File: src/rtl/pwm_tim_pkg.sv
// Shared constants and helpers for the PWM timer family.
package pwm_tim_pkg;

  localparam int CNT_W_DEF  = 20;
  localparam int DUTY_W_DEF = 16;
  localparam int MIN_PERIOD = 2;

  // Width of a channel index; a single channel still gets a 1-bit select.
  function automatic int ch_idx_w(input int n);
    return (n > 1) ? $clog2(n) : 1;
  endfunction

endpackage

File: src/rtl/pwm_prescaler.sv
// 1 us timebase: one tick every CLK_VAL_MHZ cycles, held at zero while stopped.
module pwm_prescaler
  import pwm_tim_pkg::*;
#(
  parameter int CLK_VAL_MHZ = 50
) (
  input  logic sys_clk,
  input  logic sys_rst_n,
  input  logic run,
  output logic tick
);

  localparam int PSC_W = $clog2(CLK_VAL_MHZ);
  localparam logic [PSC_W-1:0] PSC_MAX = PSC_W'(CLK_VAL_MHZ - 1);

  logic [PSC_W-1:0] psc_q, psc_d;

  always_comb begin
    psc_d = psc_q;
    if (!run || (psc_q == PSC_MAX)) psc_d = '0;
    else                            psc_d = psc_q + 1'b1;
  end

  assign tick = run && (psc_q == PSC_MAX);

  always_ff @(posedge sys_clk) begin
    if (!sys_rst_n) psc_q <= '0;
    else            psc_q <= psc_d;
  end

endmodule

File: src/rtl/pwm_multi_tim.sv
// Multi-channel servo PWM: shared frame counter, double-buffered duty and period
// registers that swap only at a frame boundary (or continuously while stopped).
module pwm_multi_tim
  import pwm_tim_pkg::*;
#(
  parameter int CLK_VAL_MHZ = 50,
  parameter int N_CH        = 4,
  parameter int CNT_W       = CNT_W_DEF,
  parameter int DUTY_W      = DUTY_W_DEF,
  parameter int PERIOD_US   = 20000
) (
  input  logic                          sys_clk,
  input  logic                          sys_rst_n,
  input  logic                          run,
  input  logic [CNT_W-1:0]              period_us,
  input  logic                          wr_en,
  input  logic [ch_idx_w(N_CH)-1:0]     wr_ch,
  input  logic [DUTY_W-1:0]             wr_data,
  input  logic [N_CH-1:0]               pol,
  output logic [N_CH-1:0]               pwm,
  output logic                          frame_start
);

  localparam int CH_W = ch_idx_w(N_CH);

  logic              tick;
  logic [CNT_W-1:0]  cnt_q, cnt_d;
  logic [CNT_W-1:0]  per_act_q, per_act_d, per_req;
  logic [DUTY_W-1:0] duty_sh_q  [N_CH];
  logic [DUTY_W-1:0] duty_sh_d  [N_CH];
  logic [DUTY_W-1:0] duty_act_q [N_CH];
  logic [DUTY_W-1:0] duty_act_d [N_CH];
  logic              run_q, fs_q, fs_d;
  logic              boundary, start, load;

  pwm_prescaler #(
    .CLK_VAL_MHZ(CLK_VAL_MHZ)
  ) u_psc (
    .sys_clk  (sys_clk),
    .sys_rst_n(sys_rst_n),
    .run      (run),
    .tick     (tick)
  );

  assign per_req  = (period_us < CNT_W'(MIN_PERIOD)) ? CNT_W'(MIN_PERIOD) : period_us;
  assign boundary = tick && (cnt_q == (per_act_q - 1'b1));
  assign start    = run && !run_q;
  // Shadow-to-active transfer happens at a boundary, on restart, and every stopped cycle.
  assign load     = !run || boundary || start;

  always_comb begin
    cnt_d = cnt_q;
    if (!run || boundary) cnt_d = '0;
    else if (tick)        cnt_d = cnt_q + 1'b1;
    per_act_d = load ? per_req : per_act_q;
    fs_d      = run && (boundary || start);
    for (int i = 0; i < N_CH; i++) begin
      duty_sh_d[i] = duty_sh_q[i];
      if (wr_en && (wr_ch == CH_W'(i))) duty_sh_d[i] = wr_data;
      // Forwarding through duty_sh_d lets a boundary-cycle write land in the new frame.
      duty_act_d[i] = load ? duty_sh_d[i] : duty_act_q[i];
    end
  end

  always_ff @(posedge sys_clk) begin
    if (!sys_rst_n) begin
      cnt_q     <= '0;
      per_act_q <= CNT_W'(PERIOD_US);
      run_q     <= 1'b0;
      fs_q      <= 1'b0;
      for (int i = 0; i < N_CH; i++) begin
        duty_sh_q[i]  <= '0;
        duty_act_q[i] <= '0;
      end
    end else begin
      cnt_q     <= cnt_d;
      per_act_q <= per_act_d;
      run_q     <= run;
      fs_q      <= fs_d;
      for (int i = 0; i < N_CH; i++) begin
        duty_sh_q[i]  <= duty_sh_d[i];
        duty_act_q[i] <= duty_act_d[i];
      end
    end
  end

  assign frame_start = fs_q;

  for (genvar g = 0; g < N_CH; g++) begin : g_ch
    logic act;
    logic pwm_q;

    assign act = run && (cnt_q < CNT_W'(duty_act_q[g]));

    always_ff @(posedge sys_clk) begin
      if (!sys_rst_n) pwm_q <= 1'b0;
      else            pwm_q <= pol[g] ^ act;
    end

    assign pwm[g] = pwm_q;
  end

endmodule

File: config.mk
export PLATFORM = sky130hd
export DESIGN_NAME = pwm_multi_tim
export DESIGN_NICKNAME = d
export VERILOG_FILES = /design/src/rtl/pwm_tim_pkg.sv /design/src/rtl/pwm_prescaler.sv /design/src/rtl/pwm_multi_tim.sv
export SDC_FILE = /design/constraint.sdc
export NUM_CORES = 1
export LEC_CHECK = 0
export CAP_MARGIN = 20
export CORE_ASPECT_RATIO = 1.5
export CORE_MARGIN = 1
export CORE_UTILIZATION = 54
export CTS_CLUSTER_DIAMETER = 150
export DETAILED_ROUTE_END_ITERATION = 10
export HOLD_SLACK_MARGIN = 0.08
export PLACE_DENSITY = 0.84
export SLEW_MARGIN = 10
export SYNTH_ARGS = -nofsm -noshare
export SYNTH_HDL_FRONTEND = slang
export SYNTH_SLANG_ARGS = --single-unit
File: constraint.sdc
create_clock -name sys_clk -period 3.2 [get_ports sys_clk]
set_clock_uncertainty 0.05 [all_clocks]
set_input_delay 0.32 -clock sys_clk [delete_from_list [all_inputs] [get_ports sys_clk]]
set_output_delay 0.32 -clock sys_clk [all_outputs]
set_load 0.05 [all_outputs]
==> run summary, run 1 <==
The arrival time at the worst endpoint is ~3.7 ns. The post-synthesis sequential area ratio is 0.399. In the synthesized netlist the async set-or-reset flop fraction comes to 0. The final worst slack came out at -0.193 ns. The number of synthesized flops with an enable pin came out at 0. The power consumption is 5030 uW. The area of the die came out at approximately 17000 um2. The number of buffers added on ports came out at 50. The post-synthesis xor/xnor area fraction is 0.0447. Hold is met by about 0.29 ns. For the worst setup path, the data required time is roughly 3.5 ns.

The synthesized area divided by synthesized cell count came out at around 8.6 um2. The startpoint class of the critical path is a flip-flop. Summed over all layers, the global routing overflow is 0.

The width of the die came out at 108 um. The H-tree generated during clock tree synthesis spans 4 levels. The starting utilization of the core area is 0.555. From synthesis to final layout, the design area changed by 20.5%. Ranked by total cell area, the synthesized netlist is headed by dfxtp_1 (40%), ha_1 (8.9%), mux2i_1 (8.2%), nand2_1 (7.1%), nor2b_1 (5.0%).

Setup violations remaining at the end of the flow were counted as approximately 100. The total global-route track usage is 0.261. Once layout is complete, the utilization of the core stands at 0.669. The final clock period utilization by the worst path came out at 1.06.

The flow ran to the end, but the final reports show violations. The detail-routed via count per cell came out at between 5 and 6. For the pin with the worst max-slew slack, the measured transition is around 0.61 ns. The height of the die came out at about 160 um. In this run the worst hold path is classified as primary input to flip-flop. In this run the remaining antenna-violating nets after routing total 0.

The final-report hold violation count came out at 0. The unique cell type count in the Yosys netlist came out at 54. Setup repair after global routing could not meet its margin everywhere.

The signal on the critical path passes through or4_4, buf_6, nor4_4, buf_4, nand4_1, xnor2_1, nand4_1, o41ai_4, buf_4, buf_6, buf_12, nand2_1, o21ai_1. The final reports fail on negative setup slack. The initial antenna violation count came to 0.

The count of pins over their slew limit was 0. The number of buffers between clock root and the deepest sink came out at 2. The iteration count of the initial detailed-routing pass is 5.

Summed over all instances, the cell type with the most area after synthesis is dfxtp_1. The congestion estimate from routability-driven global placement came to ~0.88. The number of max-cap violations came out at 0. The post-synthesis cell area is 9020 um2. The fraction of layout instances using a drive strength above 1 is 0.114. The post-DP HPWL is approximately 15 mm. In this run the power density over the cells is between 400 and 500 nW/um2. The repair_antennas step left the layout with diodes totalling 0. The number of buffers inserted for hold repair after clock tree synthesis is 0. STA classifies the critical path endpoint as a flip-flop.

The number of global-route vias before repair is 7596. The remaining max-slew budget at the tightest pin came out at 0.596. The routed design could run at a clock period as short as about 3.4 ns. The clock drives between 150 and 200 sinks. The cell sitting at the root of the clock tree is a clkbuf_16. Of the total synthesized cell area, the portion taken by full adders, half adders and majority gates is 0.0888. The post-synthesis mux area share came out at 0.0834.

The post-synthesis share of cell area spent on and, or, nand and nor gates is 0.217. The total vias in the final route is around 7.6k. The clock buffer count from CTS came out at 17. The residual DRC count is 0. The wire length reported by the detailed router came out at between 20 and 25 mm. For this design the static power due to leakage is between 0.004 and 0.005 uW. The standard cell core area came out at roughly 16000 um2. The largest net degree at the start of global routing is 75. Along the worst path, the maximum fanout reaches 27. The I/O pin total came out at slightly above 50. The number of warning messages in the yosys log came out at 0.

The clock input transition at the sequential cells of the worst setup and hold paths came out at about 0.07 ns. The worst setup path is of the flip-flop to flip-flop kind. The number of standard-cell rows in the floorplan is 57. The peak supply drop came out at approximately 0.35 mV.

The share of the synthesized area in the top cell type is 0.399. TritonCTS built the clock tree. The flop and latch count out of synthesis is 180. The number of nets in the synthesized netlist is roughly 1.2k. Among all stages on the critical path, the largest delay is contributed by or4_4. The delay of the slowest cell on the worst path is 0.56 ns.

The wire length of the first global-routing pass came out at 35.6 mm. The most used flip-flop cell after synthesis is dfxtp_1. The first routing iteration left 454 violations. The number of cells produced by synthesis came out at between 1k and 1.5k. The final layout net count came out at between 1k and 1.5k. By area, the combinational part of the netlist is dominated by simple AND/OR/NAND/NOR gates. The detail-routed net length per standard cell came out at roughly 17 um. The complex-gate fraction of the synthesized area came out at 0.109. Static timing analysis puts the maximum clock frequency at approximately 290 MHz. Clock latency on the worst-skew pair, taken at its later pin, is approximately 0.44 ns. The number of fill cells is about 1.2k.
## layout by cell type (no fill, tap or decap), types with 8 or more instances in the layout
master / netlist / final
clkbuf_16: 0 / 21
nand2_1: 171 / 169
nand3_1: 26 / 26
buf_4: 10 / 49
a21o_1: 15 / 15
ha_1: 64 / 63
nand4_1: 17 / 17
a21oi_1: 21 / 21
inv_8: 0 / 8
xor2_1: 25 / 25
buf_6: 1 / 9
o21ai_1: 22 / 31
mux2i_1: 74 / 74
nor2b_1: 72 / 72
nor4_1: 9 / 8
nor2_1: 51 / 46
xnor2_1: 21 / 20
o211ai_1: 10 / 10
o21ai_0: 74 / 64
dfxtp_1: 180 / 177
clkdlybuf4s50_1: 0 / 49
inv_1: 66 / 64
## final timing paths
path                                        from           endpoint  depth (start not counted)  slack (ns)
worst max-delay path                per_act_q[2]  duty_act_q[2][12]                         13       -0.19
worst min-delay path                   sys_rst_n      per_act_q[14]                          2        0.29
worst max register to register      per_act_q[2]  duty_act_q[2][12]                         13       -0.19
worst min register to register  duty_act_q[3][2]   duty_act_q[3][2]                          2        0.40
## final cells by class
type | instances | area, um2 | area share
multi-input combinational | 750 | 5000 | 0.460
sequential | 180 | 3610 | 0.332
timing repair buffer | 117 | 1180 | 0.109
clock buffer | 17 | 425 | 0.0391
tap | 206 | 258 | 0.0237
inverter | 66 | 248 | 0.0228
clock inverter | 15 | 156 | 0.0144
## layer usage
layer | vias to the layer above | part of all wire | track usage
met5 | - | 0 | 0
met4 | 0 | 0.051 | 0.145
met3 | 74 | 0.037 | 0.0463
met2 | 223 | 0.50 | 0.452
met1 | 3609 | 0.41 | 0.297
li1 | 3716 | - | -
## state kept, by name, summed over array words and instances, names as in the netlist
name,count
duty_act_q,64
duty_sh_q,64
cnt_q,20
per_act_q,20
u_psc.psc_q,6
g_ch.pwm_q,4
frame_start,1
run_q,1
## synth_stat cells, types with 7 or more instances
cell type	number
a21oi_1	21
buf_4	10
nor4_1	9
o211ai_1	10
nor2_1	51
inv_1	66
xnor2_1	21
xor2_1	25
dfxtp_1	180
nand2b_1	7
clkbuf_1	41
and3_1	7
o21ai_0	74
nand3_1	26
nand2_1	171
nor2b_1	72
mux2i_1	74
nor3_1	7
nand4_1	17
o21ai_1	22
a21o_1	15
ha_1	64
## repair_timing
item / CTS / global route
pin swaps: 1 / 2
setup endpoints to repair: 102 / 105
setup buffers: 3 / 3
resized for setup: 11 / 25
cloned: 0 / 6
## through the flow
stage	setup TNS (ns)	setup slack (ns)	cell area, um2	std cells
2_1_floorplan	0	0.00714	9060	1055
3_3_place_gp	-1.60	-0.0656	10000	1307
3_5_place_dp	-6.54	-0.106	10000	1307
4_1_cts	-0.757	-0.0532	10700	1342
5_1_grt	-18.49	-0.225	10900	1351
6_report	-11.57	-0.193	10900	1351
## report_power, final
group          switching, uW  leakage [uW]  internal [uW]
Sequential              43.6       0.00147           2320
Clock                   1010      0.000282           1050
Combinational            327       0.00267            273
## worst max-delay path: cells and delay by family (launching register included)
family | cells | cell delay, ns
compound gates | 2 | 0.50
xor+xnor | 1 | 0.28
buf+inv | 5 | 0.86
flops | 1 | 0.32
simple gates | 5 | 1.28
## kinds of logic (layout without fill, tap and decap cells)
kind of cell,count (synthesis),count (layout)
and+or+nand+nor,400,400
AOI/OAI and AO/OA,165,165
DFF,180,180
xor gates and xnor gates,46,46
muxes,75,75
adders and majority gates,64,64
buffers and inverters,125,215
Note: power is estimated with default switching activity, not from simulation.
==> inputs of run 2 (changes only) <==
--- a/config.mk
+++ b/config.mk
@@ -6,9 +6,11 @@
 export NUM_CORES = 1
 export LEC_CHECK = 0
 export CAP_MARGIN = 20
+export CELL_PAD_IN_SITES_DETAIL_PLACEMENT = 1
+export CELL_PAD_IN_SITES_GLOBAL_PLACEMENT = 1
 export CORE_ASPECT_RATIO = 1.5
 export CORE_MARGIN = 1
-export CORE_UTILIZATION = 54
+export CORE_UTILIZATION = 41
 export CTS_CLUSTER_DIAMETER = 150
 export DETAILED_ROUTE_END_ITERATION = 10
 export HOLD_SLACK_MARGIN = 0.08
==> run 2 against run 1 <==
  * The flow still finishes with violations (negative setup slack)
  * Combinational power increased by 14%
  * Global-route usage decreased by 0.19 points
  * Clock-buffer cell count unchanged
  * Die area increased by 31%
  * Critical path depth decreased by 2
  * Sequential share of layout area decreased by 1.3 points
  * Power increased by 3.5%
  * Largest cell class unchanged
==> run summary, run 2 (same netlist as run 1, synthesis figures left out) <==
The flow ran to the end, but the final reports show violations. The final reports fail on negative setup slack. The worst setup slack for register-to-register paths is -0.21 ns. The number of buffers between clock root and the deepest sink came out at 2. Cell internal power was estimated by the tool at 3730 uW. The final-report hold violation count is 0. The final worst slack is -0.206 ns. The number of buffers added on ports is 50. The post-DP HPWL is roughly 18 mm.

The critical path is of the flip-flop to flip-flop type. In the routed design, unresolved DRC markers number 0. The final instance count without filler cells is between 1k and 1.5k.

The I/O pin total came out at between 50 and 60. The width of the die came out at around 120 um. The height of the die came out at 184 um.

The net switching component of the power came out at between 1000 and 1500 uW. The total global-route track usage came out at 0.259. The area growth from synthesis to layout is 25.7%. The detail-routed net length per standard cell came out at 21.6 um. The TritonCTS sink count came out at 180. Setup repair after global routing could not meet its margin everywhere. The clock buffer count from CTS came out at 17. The clock input transition at the sequential cells of the worst setup and hold paths came out at ~0.07 ns. The share of total power dissipated in combinational logic is 0.132. The arrival time at the worst endpoint came out at between 3 and 4 ns. The number of global-route vias before repair came to about 8.6k. The DRC marker count from the first detailed-route iteration came out at about 420. The most common cell type on the critical path is or4_4. The endpoint of the lowest-slack register-to-register path is duty_act_q[2][12]. The largest net degree at the start of global routing is slightly below 80. The peak supply drop came out at around 0.4 mV. The wire length reported by the detailed router came out at between 30 and 40 mm.

TritonCTS built the clock tree. The static leakage power is between 0.004 and 0.005 uW. After floorplanning, the core was divided into between 60 and 70 placement rows.

At the end of the flow, the number of nets in the layout was 1245. The power density over the cells came out at roughly 460 nW/um2. In the layout the commonest cells are dfxtp_1 (175), nand2_1 (139), mux2i_1 (74), nor2b_1 (72), inv_1 (64). The number of endpoints failing setup at the final stage is 102. Using the TritonRoute via totals, the vias-per-cell ratio works out to between 5 and 6. The clock latency on the worst-skew pair came out at 0.45 ns. The worst hold path cell count is 2. The path with the worst hold slack has its endpoint at per_act_q[5]. The maximum level of the CTS H-tree is 4. The switching fraction of total power came out at 0.283. The repair_antennas step left the layout with diodes totalling 0. The worst reg2reg path startpoint is per_act_q[3]. The cell count of the worst reg-to-reg path is 11. The share of power burned in registers is 0.455.

The number of routed nets with antenna violations came out at 0. Data on the critical path is required at its endpoint by ~3.5 ns. The placer congestion estimate is between 0.8 and 0.9.

CTS placed an instance of clkbuf_16 at the clock tree root. The count of pins over their slew limit came out at 0. The area of the die is around 23000 um2. Across the run, the number of max-cap violations was 0. The launch instance of the worst min-delay path is sys_rst_n. For this block, the via count after detailed routing is a little over 8k. For this run, the slowest stage of the critical path takes around 0.57 ns.

The largest registers in the layout are duty_act_q x64, duty_sh_q x64. The standard cell with the maximum stage delay on the critical path is or4_4. The remaining max-slew budget at the tightest pin is 0.605. The core occupancy in the finished layout came out at 0.524. The critical path goes through or4_4, or4_4, or4b_4, o211ai_1, nor2_2, o41ai_4, buf_6, buf_8, buf_16, nand2_1, o21ai_0. The worst setup path is launched from a flip-flop. The initial antenna violation count is 0. The final critical path time including I/O delays and setup is 3.41 ns. The total congestion overflow after global routing is 0. In this run the worst path has a maximum fanout of 15.

At the pin with the least slew margin, the transition time is between 0.5 and 0.6 ns. The fraction of layout instances using a drive strength above 1 came out at 0.157. STA classifies the critical path endpoint as a flip-flop. The iteration count of the initial detailed-routing pass is 5.

The power consumption came out at about 5200 uW. The library cell used most frequently in the layout, excluding fill and tap cells, is dfxtp_1. The final clock period utilization by the worst path is 1.06. The worst hold path belongs to the class primary input to flip-flop.

The standard cell core area is 21600 um2. The number of placed instances with taps included is between 1k and 1.5k. The starting utilization of the core area is 0.417. The first global-routing pass estimated 44.6 mm of wire.

The share of total power dissipated in the clock network is 0.413. The highest clock rate is approximately 300 MHz.
[run 2: cell types whose count changed in the layout (fill, tap and decap cells not counted), moves of 4 or more]
cell	delta
nor2_1	+4
o21ai_0	-25
nand2_2	+19
buf_16	+8
o21ai_2	+18
buf_8	+4
inv_8	-5
o21ai_1	+7
nand2_1	-30
buf_4	-6
nand2_4	+12
nor2_2	-4
[run 2: area by class of cell]
class	instances	area, um2
Timing Repair Buffer	120	1380
Multi-Input combinational cell	750	5160
Fill cell	2488	10300
Clock buffer	17	425
Tap cell	272	340
Clock inverter	15	169
Sequential cell	180	3610
Inverter	66	248
[run 2: worst max-delay path by stage]
| stage | end | startpoint | cells after the start |
|---|---|---|---|
| after floorplan | per_act_q[10] | per_act_q[7] | 9 |
| final | duty_act_q[2][12] | per_act_q[3] | 11 |
| after global placement | per_act_q[5] | per_act_q[7] | 9 |
| after detailed placement | per_act_q[5] | per_act_q[7] | 9 |
| after global routing | duty_act_q[2][12] | per_act_q[3] | 11 |
| after CTS | per_act_q[5] | per_act_q[2] | 10 |
[run 2: repair_timing]
action | CTS | global route
buffers inserted | 10 | 0
cloned | 8 | 5
hold buffers | 0 | 0
pin swaps | 9 | 8
gates resized for setup | 34 | 98
endpoints found under the setup margin | 101 | 105
[run 2: layer usage]
layer | GRT usage | wire length, um | vias up
met5 | 0 | 0 | -
met4 | 0.146 | 1740 | 0
met3 | 0.0347 | 919 | 125
met2 | 0.480 | 16200 | 223
met1 | 0.275 | 11800 | 4017
li1 | - | - | 3722
[run 2: per-stage QoR]
step                worst slack (ns)  area [um2]  TNS, ns  hold slack [ns]
floorplan                    0.00714        9060        0            0.359
global placement             -0.0438       10100    -1.22            0.389
detailed placement            -0.125       10100    -5.99            0.394
CTS                          -0.0515       11000   -0.986            0.258
global route                  -0.302       11300   -18.14            0.294
finish                        -0.206       11300    -8.12            0.286
[run 2: power by group through the flow]
stage / combinational, uW / clock [uW] / sequential, uW
floorplan: 354 / 0 / 2410
global placement: 550 / 0 / 2410
detailed placement: 572 / 0 / 2410
global route: 727 / 2270 / 2370
CTS: 629 / 2150 / 2360
finish: 685 / 2150 / 2370
[run 2: critical path, delay by kind of cell, from the launching register on]
family	cells	cell delay, ns
simple gates	5	1.81
compound gates	3	0.60
flops	1	0.32
buf+inv	3	0.52
